==> src/rtl/fetch_unit.sv <==
// LEGv8 instruction fetch stage: PC, 1-cycle imem requests and a small
// {pc, instr} FIFO feeding decode, with branch redirect and squash.
module fetch_unit #(
    parameter int          N        = 64,
    parameter int          DEPTH    = 2,
    parameter logic [N-1:0] RESET_PC = '0
) (
    input  logic         clk,
    input  logic         reset,
    input  logic         br_taken_i,
    input  logic [N-1:0] br_target_i,
    input  logic         halt_i,
    output logic         imem_req_o,
    output logic [N-1:0] imem_addr_o,
    input  logic [31:0]  imem_rdata_i,
    output logic [31:0]  instr_o,
    output logic [N-1:0] pc_o,
    output logic         valid_o,
    input  logic         ready_i,
    output logic         align_err_o
);

    localparam int AW = (DEPTH > 1) ? $clog2(DEPTH) : 1;
    localparam int CW = AW + 1;
    localparam logic [CW:0] FULL = (CW + 1)'(DEPTH);
    localparam logic [N-1:0] STEP = N'(4);

    logic [N-1:0]  pc;
    logic [N-1:0]  inflight_pc;
    logic          inflight;
    logic          squash;
    logic          align_err;

    logic [AW-1:0] rd_ptr;
    logic [AW-1:0] wr_ptr;
    logic [CW-1:0] count;
    logic [N-1:0]  pc_mem    [DEPTH];
    logic [31:0]   instr_mem [DEPTH];

    logic          pop;
    logic          push;
    logic          issue;
    logic [CW:0]   occ;

    assign valid_o = (count != '0) & !br_taken_i;
    assign pop     = valid_o & ready_i;

    // A redirect flushes the buffer, so a same-cycle return is never kept.
    assign push = inflight & !squash & !br_taken_i;

    // Occupancy seen by the issue check credits a pop made this cycle.
    assign occ = {1'b0, count}
               + {{CW{1'b0}}, inflight}
               - {{CW{1'b0}}, pop};

    assign issue = reset & !halt_i & !br_taken_i & (occ < FULL);

    assign imem_req_o  = issue;
    assign imem_addr_o = pc;
    assign instr_o     = instr_mem[rd_ptr];
    assign pc_o        = pc_mem[rd_ptr];
    assign align_err_o = align_err;

    always_ff @(posedge clk or negedge reset) begin
        if (!reset) begin
            pc          <= RESET_PC;
            inflight    <= 1'b0;
            inflight_pc <= '0;
            squash      <= 1'b0;
            align_err   <= 1'b0;
        end else begin
            if (br_taken_i) begin
                pc <= {br_target_i[N-1:2], 2'b00};
            end else if (issue) begin
                pc <= pc + STEP;
            end
            inflight <= issue;
            if (issue) begin
                inflight_pc <= pc;
            end
            squash <= br_taken_i & inflight;
            if (br_taken_i) begin
                align_err <= align_err | (br_target_i[1:0] != 2'b00);
            end
        end
    end

    always_ff @(posedge clk or negedge reset) begin
        if (!reset) begin
            rd_ptr <= '0;
            wr_ptr <= '0;
            count  <= '0;
        end else if (br_taken_i) begin
            rd_ptr <= '0;
            wr_ptr <= '0;
            count  <= '0;
        end else begin
            if (push) begin
                wr_ptr <= wr_ptr + 1'b1;
            end
            if (pop) begin
                rd_ptr <= rd_ptr + 1'b1;
            end
            if (push && !pop) begin
                count <= count + 1'b1;
            end else if (pop && !push) begin
                count <= count - 1'b1;
            end
        end
    end

    always_ff @(posedge clk or negedge reset) begin
        if (!reset) begin
            for (int i = 0; i < DEPTH; i++) begin
                pc_mem[i]    <= '0;
                instr_mem[i] <= '0;
            end
        end else if (push) begin
            pc_mem[wr_ptr]    <= inflight_pc;
            instr_mem[wr_ptr] <= imem_rdata_i;
        end
    end

endmodule

==> config.mk <==
export PLATFORM = sky130hd
export DESIGN_NAME = fetch_unit
export DESIGN_NICKNAME = d
export VERILOG_FILES = /design/src/rtl/fetch_unit.sv
export SDC_FILE = /design/constraint.sdc
export NUM_CORES = 1
export LEC_CHECK = 0
export ABC_AREA = 1
export CORE_MARGIN = 2
export CORE_UTILIZATION = 54
export CTS_CLUSTER_SIZE = 10
export DETAILED_ROUTE_END_ITERATION = 12
export PLACE_DENSITY = 0.83
export SYNTH_ARGS = -nofsm -noshare
export SYNTH_HDL_FRONTEND = slang
export SYNTH_SLANG_ARGS = --single-unit
==> constraint.sdc <==
create_clock -name clk -period 6.35 [get_ports clk]
set_clock_uncertainty 0.2 [all_clocks]
set_input_delay 1.905 -clock clk [delete_from_list [all_inputs] [get_ports clk]]
set_output_delay 1.905 -clock clk [all_outputs]
set_load 0.1 [all_outputs]
==> results of run 1 <==
==> layout make-up <==
cell class	count	area [sq um]	share of cell area (%)
repair buffers	273	2740	14.16
flip-flops and latches	319	7986	41.27
well taps	384	480.5	2.483
clock inverters	3	36.28	0.1875
clock buffers	45	1008	5.212
multi-input cells	1258	6248	32.29
diodes	1	2.502	0.01293
inverters	225	847.1	4.378
==> metrics by stage <==
stage | hold WS (ns) | setup WS (ns)
final | 0.2666 | 0.3266
after global placement | 0.2435 | 0.07784
after CTS | 0.2740 | 0.07101
after detailed placement | 0.2614 | 0.07390
after floorplan | 0.2361 | 0.02074
after global routing | 0.2993 | 0.2409
==> worst max path at each step <==
| stage | startpoint | end | slack [ns] | depth (start not counted) |
|---|---|---|---|---|
| global route | br_taken_i | imem_req_o | 0.24 | 12 |
| CTS | ready_i | imem_req_o | 0.07 | 11 |
| floorplan | br_taken_i | imem_req_o | 0.02 | 11 |
| detailed placement | ready_i | imem_req_o | 0.07 | 11 |
| global placement | ready_i | imem_req_o | 0.08 | 11 |
| finish | br_taken_i | imem_req_o | 0.33 | 12 |
==> placed cells by master (no fill, tap or decap), drive strengths merged, types with 9 or more instances in the layout <==
cell type / count
clkbuf: 45
nand3: 105
inv: 226
nor2: 177
dfrtp: 319
mux2: 94
nand2: 525
buf: 20
xor2: 9
a21oi: 29
clkdlybuf4s50: 252
o21ai: 289
==> registers in the layout, summed over array words and instances, names as in the netlist <==
| register | count |
|---|---|
| count | 2 |
| pc_mem | 124 |
| rd_ptr | 1 |
| imem_addr_o | 62 |
| instr_mem | 64 |
| align_err_o | 1 |
| squash | 1 |
| inflight | 1 |
| wr_ptr | 1 |
| inflight_pc | 62 |
==> report_power, final <==
group	total [uW]	internal [uW]	switching, uW
clock	1900	1110	787
sequential	3030	2620	409
combinational	4750	1190	3570
total	9680	4920	4760
==> worst max-delay path, stage by stage <==
cell	delay, ns
buf_2	0.12
nor2_4	0.09
nand2_2	0.09
inv_2	0.06
ha_1	0.22
or2_4	0.25
fa_1	0.53
nand2_2	0.07
nor3_4	0.21
nand2_4	0.11
inv_4	0.09
buf_12	0.17
==> logic make-up (layout without fill, tap and decap cells) <==
logic type	after synthesis	in the layout	synth area share [%]
AO/OA/AOI/OAI	327	327	10.63
XOR/XNOR	14	14	0.7856
adder cells (fa/ha/maj)	3	3	0.2886
buffers and inverters	313	546	9.059
flip-flops	319	319	51.15
multiplexers	94	94	6.782
other	1	5	0.02403
AND/OR/NAND/NOR	816	816	21.28
==> per-layer routing <==
| metal | track usage [%] | up-vias | wire length [um] |
|---|---|---|---|
| met5 | 0 | - | 0 |
| met4 | 12.15 | 0 | 1825 |
| met3 | 4.528 | 100 | 3288 |
| met2 | 45.63 | 605 | 20150 |
| met1 | 41.36 | 6501 | 18690 |
| li1 | - | 6446 | - |
==> out/qor.csv, run 1 <==
stage;metric;value;unit
power_and_ir_drop;powerDensity;500.5;nW/um^2
setup_path;reg2reg_depth;15;
grt;antenna_found_initial;1;
routing;vias;13652;
floorplan;rows;62;
place;dp.cells;2459;
clocking;clk_pin_slew;0.05;ns
setup_path;start_kind;input port;
clocking;cts_resized;0;
sta;hold_viol;0;
sta;finalSetupTns;0;ns
grt;grt_usage;29.32;%
place;io_buffers;259;
place;hpwl;31000;um
clocking;cts_buffer_depth;3;
setup_path;arrival;3.92;ns
grt;grt_pass1_wl;70810;um
layout;drive_gt1_share;8.855;%
setup_path;reg2reg_from;count[1];
floorplan;fp.dieArea;30280;sq um
layout;n_fill_cell;2327;
layout;fin_nets;2219;
routing;dr.pass1.iters;6;
floorplan;die_w;174.0;um
setup_path;crit_fanout;2;
worst_hold_path;hold_path_class;flip-flop to flip-flop;
synth;synth_ff_type;dfrtp_1;
sta;setup_violations;0;
sta;fmax;0.1660;GHz
grt;grt_pass1_vias;13357;
clocking;clock_latency;0.52;ns
synth;synth_most_common_cell;nand2_1;
worst_hold_path;whs_endpoint;squash;
synth;async_flop_share;100.0;%
routing;via_per_inst;5.443;
worst_hold_path;whs_path_depth;2;
layout;fin_area;19350;sq um
sta;period_share;94.86;%
sta;rsz0062_at_grt;no;
setup_path;r2r_slack;1.97;ns
run;drv_cap;0;
routing;avgRoutedWirePerCell;17.52;um
synth;yosysTopAreaCellShare;51.15;%
place;place_area;18290;sq um
synth;synth_area;15610;sq um
synth;synth_top_cells_by_area;dfrtp_1 51%, nand2_1 12%, o21ai_0 7.1%;
power_and_ir_drop;p_total;9684;uW
clocking;holdBufCountCts;0;
grt;grt_max_degree;134;
sta;maxSlewViolCount;0;
grt;gr-total-overflow;0;
routing;route.detailed.drc;0;
routing;totalWireLength;43950;um
layout;area_growth;23.98;%
clocking;tritoncts;yes;
layout;final_util;67.78;%
power_and_ir_drop;leakage;0.009118;uW
routing;postRouteAntennaNets;0;
synth;yosysSeqAreaShare;51.15;%
synth;yosysWarningCount;0;
power_and_ir_drop;ir_worst_vdd;0.0003191;V
setup_path;timing.rr.end;imem_addr_o[7];
clocking;cts_setup_buffers;0;
setup_path;crit_required;4.24;ns
sta;relSlewSlack;24.46;%
sta;fin_crit;6.023;ns
synth;synth_common_cells;516 x nand2_1, 319 x dfrtp_1, 223 x inv_1, 222 x o21ai_0, 164 x nor2_1;
synth;synthDistinctLibCells;32;
setup_path;cp-end-kind;primary output;
clocking;cts-root-buf;clkbuf_16;
outcome;status;completed;
floorplan;die_y;174.0;um
synth;synth-edff-count;0;
clocking;cts-buffers-inserted;38;
layout;fin_cells;2508;
clocking;clock-sinks;319;
clocking;h-tree-depth;2;
floorplan;core;28550;sq um
synth;yosysTopAreaCell;dfrtp_1;
sta;worst_pin_slew;1.133;ns
routing;initialDrtViolationCount;1259;
synth;syn-mean-instance-area;8.271;sq um
floorplan;start_util;54.67;%
synth;synth_cells;1887;
synth;ys_ff_latch;319;
place;globalplace.congestion;0.9571;
worst_hold_path;hold_path.startpoint;inflight;
setup_path;crit_type;input port to primary output;
floorplan;top_level_ports;264;
Note: power is estimated with default switching activity, not from simulation.
==> inputs of run 2 (changes only) <==
Settings changed: CORE_MARGIN 2 to 8, GPL_TIMING_DRIVEN set to 0.
==> run 2 against run 1 <==
Worst hold slack gained 0.011 ns; first-iteration DRC count shrank 2.2%; utilization grew 1.9 points; sequential share of layout area shrank 1.1 points; via count grew 4.7%; non-clock buffer count grew 78; critical endpoint unchanged; fmax shrank 3.4%; power grew 2.0%; critical path depth shrank 1; flip-flop and latch count is the same; cell count grew 3.0%.
==> out/qor.csv, run 2 (same netlist as run 1, synthesis figures left out) <==
stage;metric;value;unit;change
outcome;status;completed;;
setup_path;crit_cells;11;;-1
routing;dr.pass1.iters;5;;-1
floorplan;rows;62;;unchanged
clocking;clock-sinks;319;;unchanged
setup_path;arrival;4.13;ns;+0.21 ns
power_and_ir_drop;power_frac_clock;20.0;%;+0.4 points
place;hpwl;38800;um;+25%
clocking;holdBufCountCts;0;;unchanged
sta;setup_violations;0;;unchanged
worst_hold_path;hold_path_class;flip-flop to flip-flop;;
layout;drive_gt1_share;10.68;%;+1.8 points
layout;reg.largest.list;pc_mem: 124 flops, instr_mem: 64 flops;;
power_and_ir_drop;leakage;0.009405;uW;+3.1%
layout;fin_area;19880;sq um;+2.7%
setup_path;crit_required;4.24;ns;about the same
grt;grt_usage;30.33;%;+1.0 points
floorplan;top_level_ports;264;;unchanged
grt;grt_pass1_vias;14490;;+8.5%
routing;totalWireLength;52210;um;+19%
power_and_ir_drop;ir_worst_vdd;0.0003528;V;+11%
layout;regMostFlops;pc_mem;;
layout;largest_register_ffs;124;;unchanged
setup_path;max_stage_delay;0.48;ns;-0.05 ns
setup_path;cp-endpoint;imem_req_o;;
routing;route.detailed.drc;0;;unchanged
place;place_area;18780;sq um;+2.7%
sta;fmax;0.1604;GHz;-3.4%
sta;fin_hold_ws;0.2777;ns;+0.01105 ns
setup_path;timing.rr.end;imem_addr_o[60];;
setup_path;cp-end-kind;primary output;;
layout;n_fill_cell;2266;;-2.6%
layout;fin_cells;2584;;+3.0%
clocking;h-tree-depth;2;;unchanged
place;globalplace.congestion;0.9806;;+2.5%
floorplan;die_w;186.0;um;+6.9%
place;io_buffers;259;;unchanged
clocking;clock_latency;0.53;ns;about the same
grt;grt_max_degree;127;;-5.2%
setup_path;start_kind;input port;;
clocking;clk_pin_slew;0.05;ns;about the same
setup_path;crit_path_start;ready_i;;
power_and_ir_drop;intPower;5001;uW;+1.7%
setup_path;crit_fanout;12;;+10
setup_path;crit_chain;dlygate4sd2_1 -> nand2_2 -> inv_1 -> ha_1 -> or2_2 -> fa_1 -> nand2_1 -> nor3_2 -> nand2_4 -> inv_8 -> buf_16;;
floorplan;die_y;186.0;um;+6.9%
setup_path;r2r_slack;2.54;ns;+0.57 ns
setup_path;worst-path-buf-inv;4;;unchanged
sta;maxSlewViolCount;0;;unchanged
layout;antenna-diode-count;0;;-1
routing;initialDrtViolationCount;1231;;-2.2%
routing;avgRoutedWirePerCell;20.20;um;+15%
setup_path;crit_path_top_delay_cell;fa_1;;
grt;grt_pass1_wl;81050;um;+14%
power_and_ir_drop;p_comb_share;49.5;%;+0.4 points
clocking;cts-root-buf;clkbuf_16;;
setup_path;reg2reg_depth;16;;+1
routing;vias;14288;;+4.7%
setup_path;reg2reg_from;count[1];;
sta;period_share;98.19;%;+3.3 points
floorplan;fp.dieArea;34600;sq um;+14%
setup_path;crit_type;input port to primary output;;
routing;postRouteAntennaNets;0;;unchanged
sta;hold_viol;0;;unchanged
floorplan;start_util;54.67;%;unchanged
sta;finalSetupTns;0;ns;unchanged
layout;final_util;69.64;%;+1.9 points
clocking;cts_buffer_depth;3;;unchanged
sta;rsz0062_at_grt;no;;
run;drv_cap;0;;unchanged
sta;relSlewSlack;28.40;%;+3.9 points
sta;fin_crit;6.235;ns;+0.2117 ns
layout;mostFrequentLayoutCells;515 x nand2_1, 319 x dfrtp_1, 255 x clkdlybuf4s50_1, 223 x inv_1, 222 x o21ai_0;;
layout;area_growth;27.37;%;
clocking;cts-buffers-inserted;38;;unchanged
layout;fin_nets;2297;;+3.5%
grt;gr-total-overflow;0;;unchanged
power_and_ir_drop;swShare;49.36;%;+0.16 points
routing;via_per_inst;5.529;;+1.6%
power_and_ir_drop;power.switching;4875;uW;+2.3%
power_and_ir_drop;p_seq_share;30.5;%;-0.8 points
grt;antenna_found_initial;0;;-1
place;dp.cells;2535;;+3.1%
clocking;tritoncts;yes;;
floorplan;core;28550;sq um;unchanged
layout;layout_commonest_cell;nand2_1;;
setup_path;cp_top_family;simple AND/OR/NAND/NOR gates;;
sta;worst_pin_slew;1.071;ns;-0.06247 ns
power_and_ir_drop;powerDensity;496.8;nW/um^2;-0.72%
==> run 2: changes by cell type in the layout (fill, tap and decap cells not counted), moves of 3 or more <==
cell             before  now
buf_2                 1   31
clkdlybuf4s50_1     252  255
buf_4                14   11
buf_6                 0   23
buf_12                4    0
buf_16                0    3
clkbuf_1              5   28
==> run 2: power groups by stage <==
| stage | registers [uW] | logic (uW) | clock network [uW] |
|---|---|---|---|
| floorplan | 3380 | 3200 | 0 |
| global placement | 3000 | 4760 | 0 |
| detailed placement | 3020 | 4840 | 0 |
| CTS | 3000 | 4900 | 1990 |
| global route | 3080 | 5110 | 2070 |
| finish | 3010 | 4890 | 1970 |
==> run 2: worst min path at each step <==
stage | start | cells past startpoint | slack [ns] | endpoint
3_3_place_gp | pc_mem[15] | 2 | 0.26 | pc_mem[15]
4_1_cts | pc_mem[15] | 2 | 0.28 | pc_mem[15]
3_5_place_dp | pc_mem[15] | 2 | 0.27 | pc_mem[15]
6_report | pc_mem[2] | 2 | 0.28 | pc_mem[2]
2_1_floorplan | inflight | 2 | 0.24 | squash
5_1_grt | pc_mem[9] | 2 | 0.29 | pc_mem[9]
==> run 2: area by class of cell <==
cell class	count	area (sq um)	share of cell area [%]
flip-flops and latches	319	7983	40.16
clock buffers	44	1015	5.104
multi-input cells	1258	6237	31.38
clock inverters	3	58.81	0.2958
plain buffers	87	564.3	2.839
inverters	225	852.1	4.286
well taps	384	480.5	2.417
repair buffers	264	2689	13.53
==> run 2: what timing repair did <==
item                       CTS  global route
pin swaps                    1             1
setup buffers                3             0
gates resized for setup     19             3
setup endpoints to repair    1             1
==> run 2: per-stage QoR <==
stage	worst slack, ns	power (uW)
4_1_cts	0.03445	9888
6_report	0.1150	9877
5_1_grt	0.06776	10260
3_5_place_dp	-1.660	7867
2_1_floorplan	0.02074	6583
3_3_place_gp	-10.95	7759
==> run 2: routing by layer <==
layer	GRT usage (%)	wire length (um)	up-vias
met2	48.56	23890	658
met4	13.72	2480	0
met5	0	0	-
met3	4.997	4425	134
li1	-	-	6595
met1	40.17	21410	6901
==> run 2: tightest hold or removal path: stages, from the launching register on <==
cell and delay, ns:
dfrtp_1 0.34, nand2_1 0.05, o21ai_0 0.06
==> inputs of run 3 (changes only) <==
Settings changed: REMOVE_ABC_BUFFERS set to 1, SLEW_MARGIN set to 20.
==> run 3 against run 2 <==
Sequential share of layout area increased by 0.18 points; non-clock buffer count decreased by 71; worst hold slack got worse by 0.0019 ns; routed wire length decreased by 7.8%; critical endpoint unchanged; largest cell class unchanged.
==> out/qor.csv, run 3 (same netlist as run 1, synthesis figures left out) <==
stage;metric;value;unit;change
outcome;status;completed;;
run;drv_cap;0;;unchanged
sta;fin_hold_ws;0.2758;ns;-0.001893 ns
grt;grt_usage;27.97;%;-2.4 points
sta;worst_pin_slew;1.079;ns;+0.008615 ns
layout;drive_gt1_share;9.240;%;-1.4 points
setup_path;r2r_slack;1.55;ns;-0.99 ns
routing;dr.pass1.iters;5;;unchanged
power_and_ir_drop;leakage;0.009314;uW;-0.96%
grt;grt_pass1_wl;75750;um;-6.5%
clocking;cts-root-buf;clkbuf_16;;
floorplan;fp.dieArea;34600;sq um;unchanged
clocking;clk_pin_slew;0.06;ns;about the same
sta;period_share;98.28;%;about the same
routing;initialDrtViolationCount;1233;;+0.16%
routing;avgRoutedWirePerCell;19.12;um;-5.3%
power_and_ir_drop;powerDensity;493.9;nW/um^2;-0.58%
sta;rsz0062_at_grt;no;;
place;hpwl;32190;um;-17%
sta;fin_crit;6.241;ns;+0.005761 ns
clocking;clock_latency;0.52;ns;about the same
sta;fmax;0.1602;GHz;about the same
place;globalplace.congestion;0.8789;;-10%
routing;route.detailed.drc;0;;unchanged
layout;n_fill_cell;2286;;+0.88%
worst_hold_path;hold_path_class;flip-flop to flip-flop;;
floorplan;die_y;186.0;um;unchanged
sta;relSlewSlack;27.82;%;-0.58 points
clocking;cts_buffer_depth;3;;unchanged
layout;fin_nets;2229;;-3.0%
sta;finalSetupTns;0;ns;unchanged
clocking;h-tree-depth;2;;unchanged
floorplan;top_level_ports;264;;unchanged
floorplan;core;28550;sq um;unchanged
power_and_ir_drop;ir_worst_vdd;0.0004012;V;+14%
layout;regMostFlops;pc_mem;;
sta;setup_violations;0;;unchanged
layout;antenna-diode-count;0;;unchanged
routing;via_per_inst;5.440;;-1.6%
routing;vias;13686;;-4.2%
layout;area_growth;26.86;%;
routing;postRouteAntennaNets;0;;unchanged
grt;grt_max_degree;125;;-1.6%
layout;mostFrequentLayoutCells;514 x nand2_1, 318 x dfrtp_1, 255 x clkdlybuf4s50_1, 222 x inv_1, 222 x o21ai_0;;
setup_path;crit_required;4.24;ns;about the same
setup_path;start_kind;input port;;
grt;gr-total-overflow;0;;unchanged
setup_path;crit_type;input port to primary output;;
clocking;cts-buffers-inserted;38;;unchanged
layout;layout_commonest_cell;nand2_1;;
routing;totalWireLength;48120;um;-7.8%
clocking;tritoncts;yes;;
clocking;clock-sinks;319;;unchanged
sta;maxSlewViolCount;0;;unchanged
floorplan;die_w;186.0;um;unchanged
sta;hold_viol;0;;unchanged
floorplan;rows;62;;unchanged
setup_path;cp-end-kind;primary output;;
layout;final_util;69.35;%;-0.28 points
grt;antenna_found_initial;0;;unchanged
grt;grt_pass1_vias;13922;;-3.9%
place;io_buffers;259;;unchanged
layout;largest_register_ffs;124;;unchanged
floorplan;start_util;54.67;%;unchanged
layout;reg.largest.list;pc_mem: 124 flops, instr_mem: 64 flops;;
setup_path;arrival;4.14;ns;about the same
setup_path;crit_fanout;3;;-9
==> run 3: cell count changes in the layout (fill, tap and decap cells not counted), sizes merged <==
cell	change
bufbuf	+6
clkbuf	-24
nand2	+1
buf	-52
inv	+1
==> run 3: critical path, stage by stage <==
cell	delay, ns
buf_16	0.11
buf_16	0.13
nor2_4	0.13
nand2_2	0.08
inv_2	0.08
ha_4	0.20
or2_4	0.23
fa_1	0.45
xnor2_4	0.36
nand2_8	0.15
inv_16	0.11
buf_16	0.17
==> run 3: final cells by class <==
| type | count | area [sq um] | share of cell area, % |
|---|---|---|---|
| Sequential cell | 319 | 7986 | 40.34 |
| Multi-Input combinational cell | 1259 | 6317 | 31.91 |
| Timing Repair Buffer | 280 | 3079 | 15.55 |
| Clock buffer | 45 | 1018 | 5.144 |
| Inverter | 225 | 860.8 | 4.348 |
| Tap cell | 384 | 480.5 | 2.427 |
| Clock inverter | 2 | 38.79 | 0.1959 |
| Timing Repair inverter | 2 | 17.52 | 0.08847 |
==> run 3: through the flow <==
step | instances | setup WS [ns] | area, sq um | power [uW]
floorplan | 1802 | -2.577 | 15050 | 6539
global placement | 2445 | -13.57 | 18120 | 7639
detailed placement | 2453 | -2.640 | 18370 | 7750
CTS | 2517 | 0.005357 | 19830 | 9826
global route | 2516 | 0.02173 | 19800 | 10210
finish | 2516 | 0.1092 | 19800 | 9780
==> run 3: path summary, 6_finish.rpt <==
path                        startpoint              to  depth (start not counted)
max                         br_taken_i      imem_req_o                         12
min                        align_err_o     align_err_o                          1
max reg2reg                   count[1]  imem_addr_o[9]                         14
min reg2reg                align_err_o     align_err_o                          1
max in group asynchronous        reset   instr_mem[59]                          3
min in group asynchronous        reset       pc_mem[2]                          1
==> run 3: power breakdown <==
part | switching (uW) | internal, uW
sequential | 409 | 2620
clock | 784 | 1150
combinational | 3570 | 1240
total | 4760 | 5020
==> run 3: timing repair <==
action	in CTS	in global routing
endpoints found under the setup margin	1	1
endpoints found under the hold margin	0	0
gates cloned	9	0
buffers inserted	8	0
pin swaps	7	3
hold buffers	0	0
gates resized for setup	31	0
==> run 3: metal layers <==
| layer | vias up | track usage (%) | wire [um] |
|---|---|---|---|
| met2 | 533 | 45.95 | 22730 |
| li1 | 6455 | - | - |
| met1 | 6584 | 35.20 | 19500 |
| met5 | - | 0 | 0 |
| met4 | 0 | 11.75 | 1955 |
| met3 | 114 | 6.461 | 3934 |
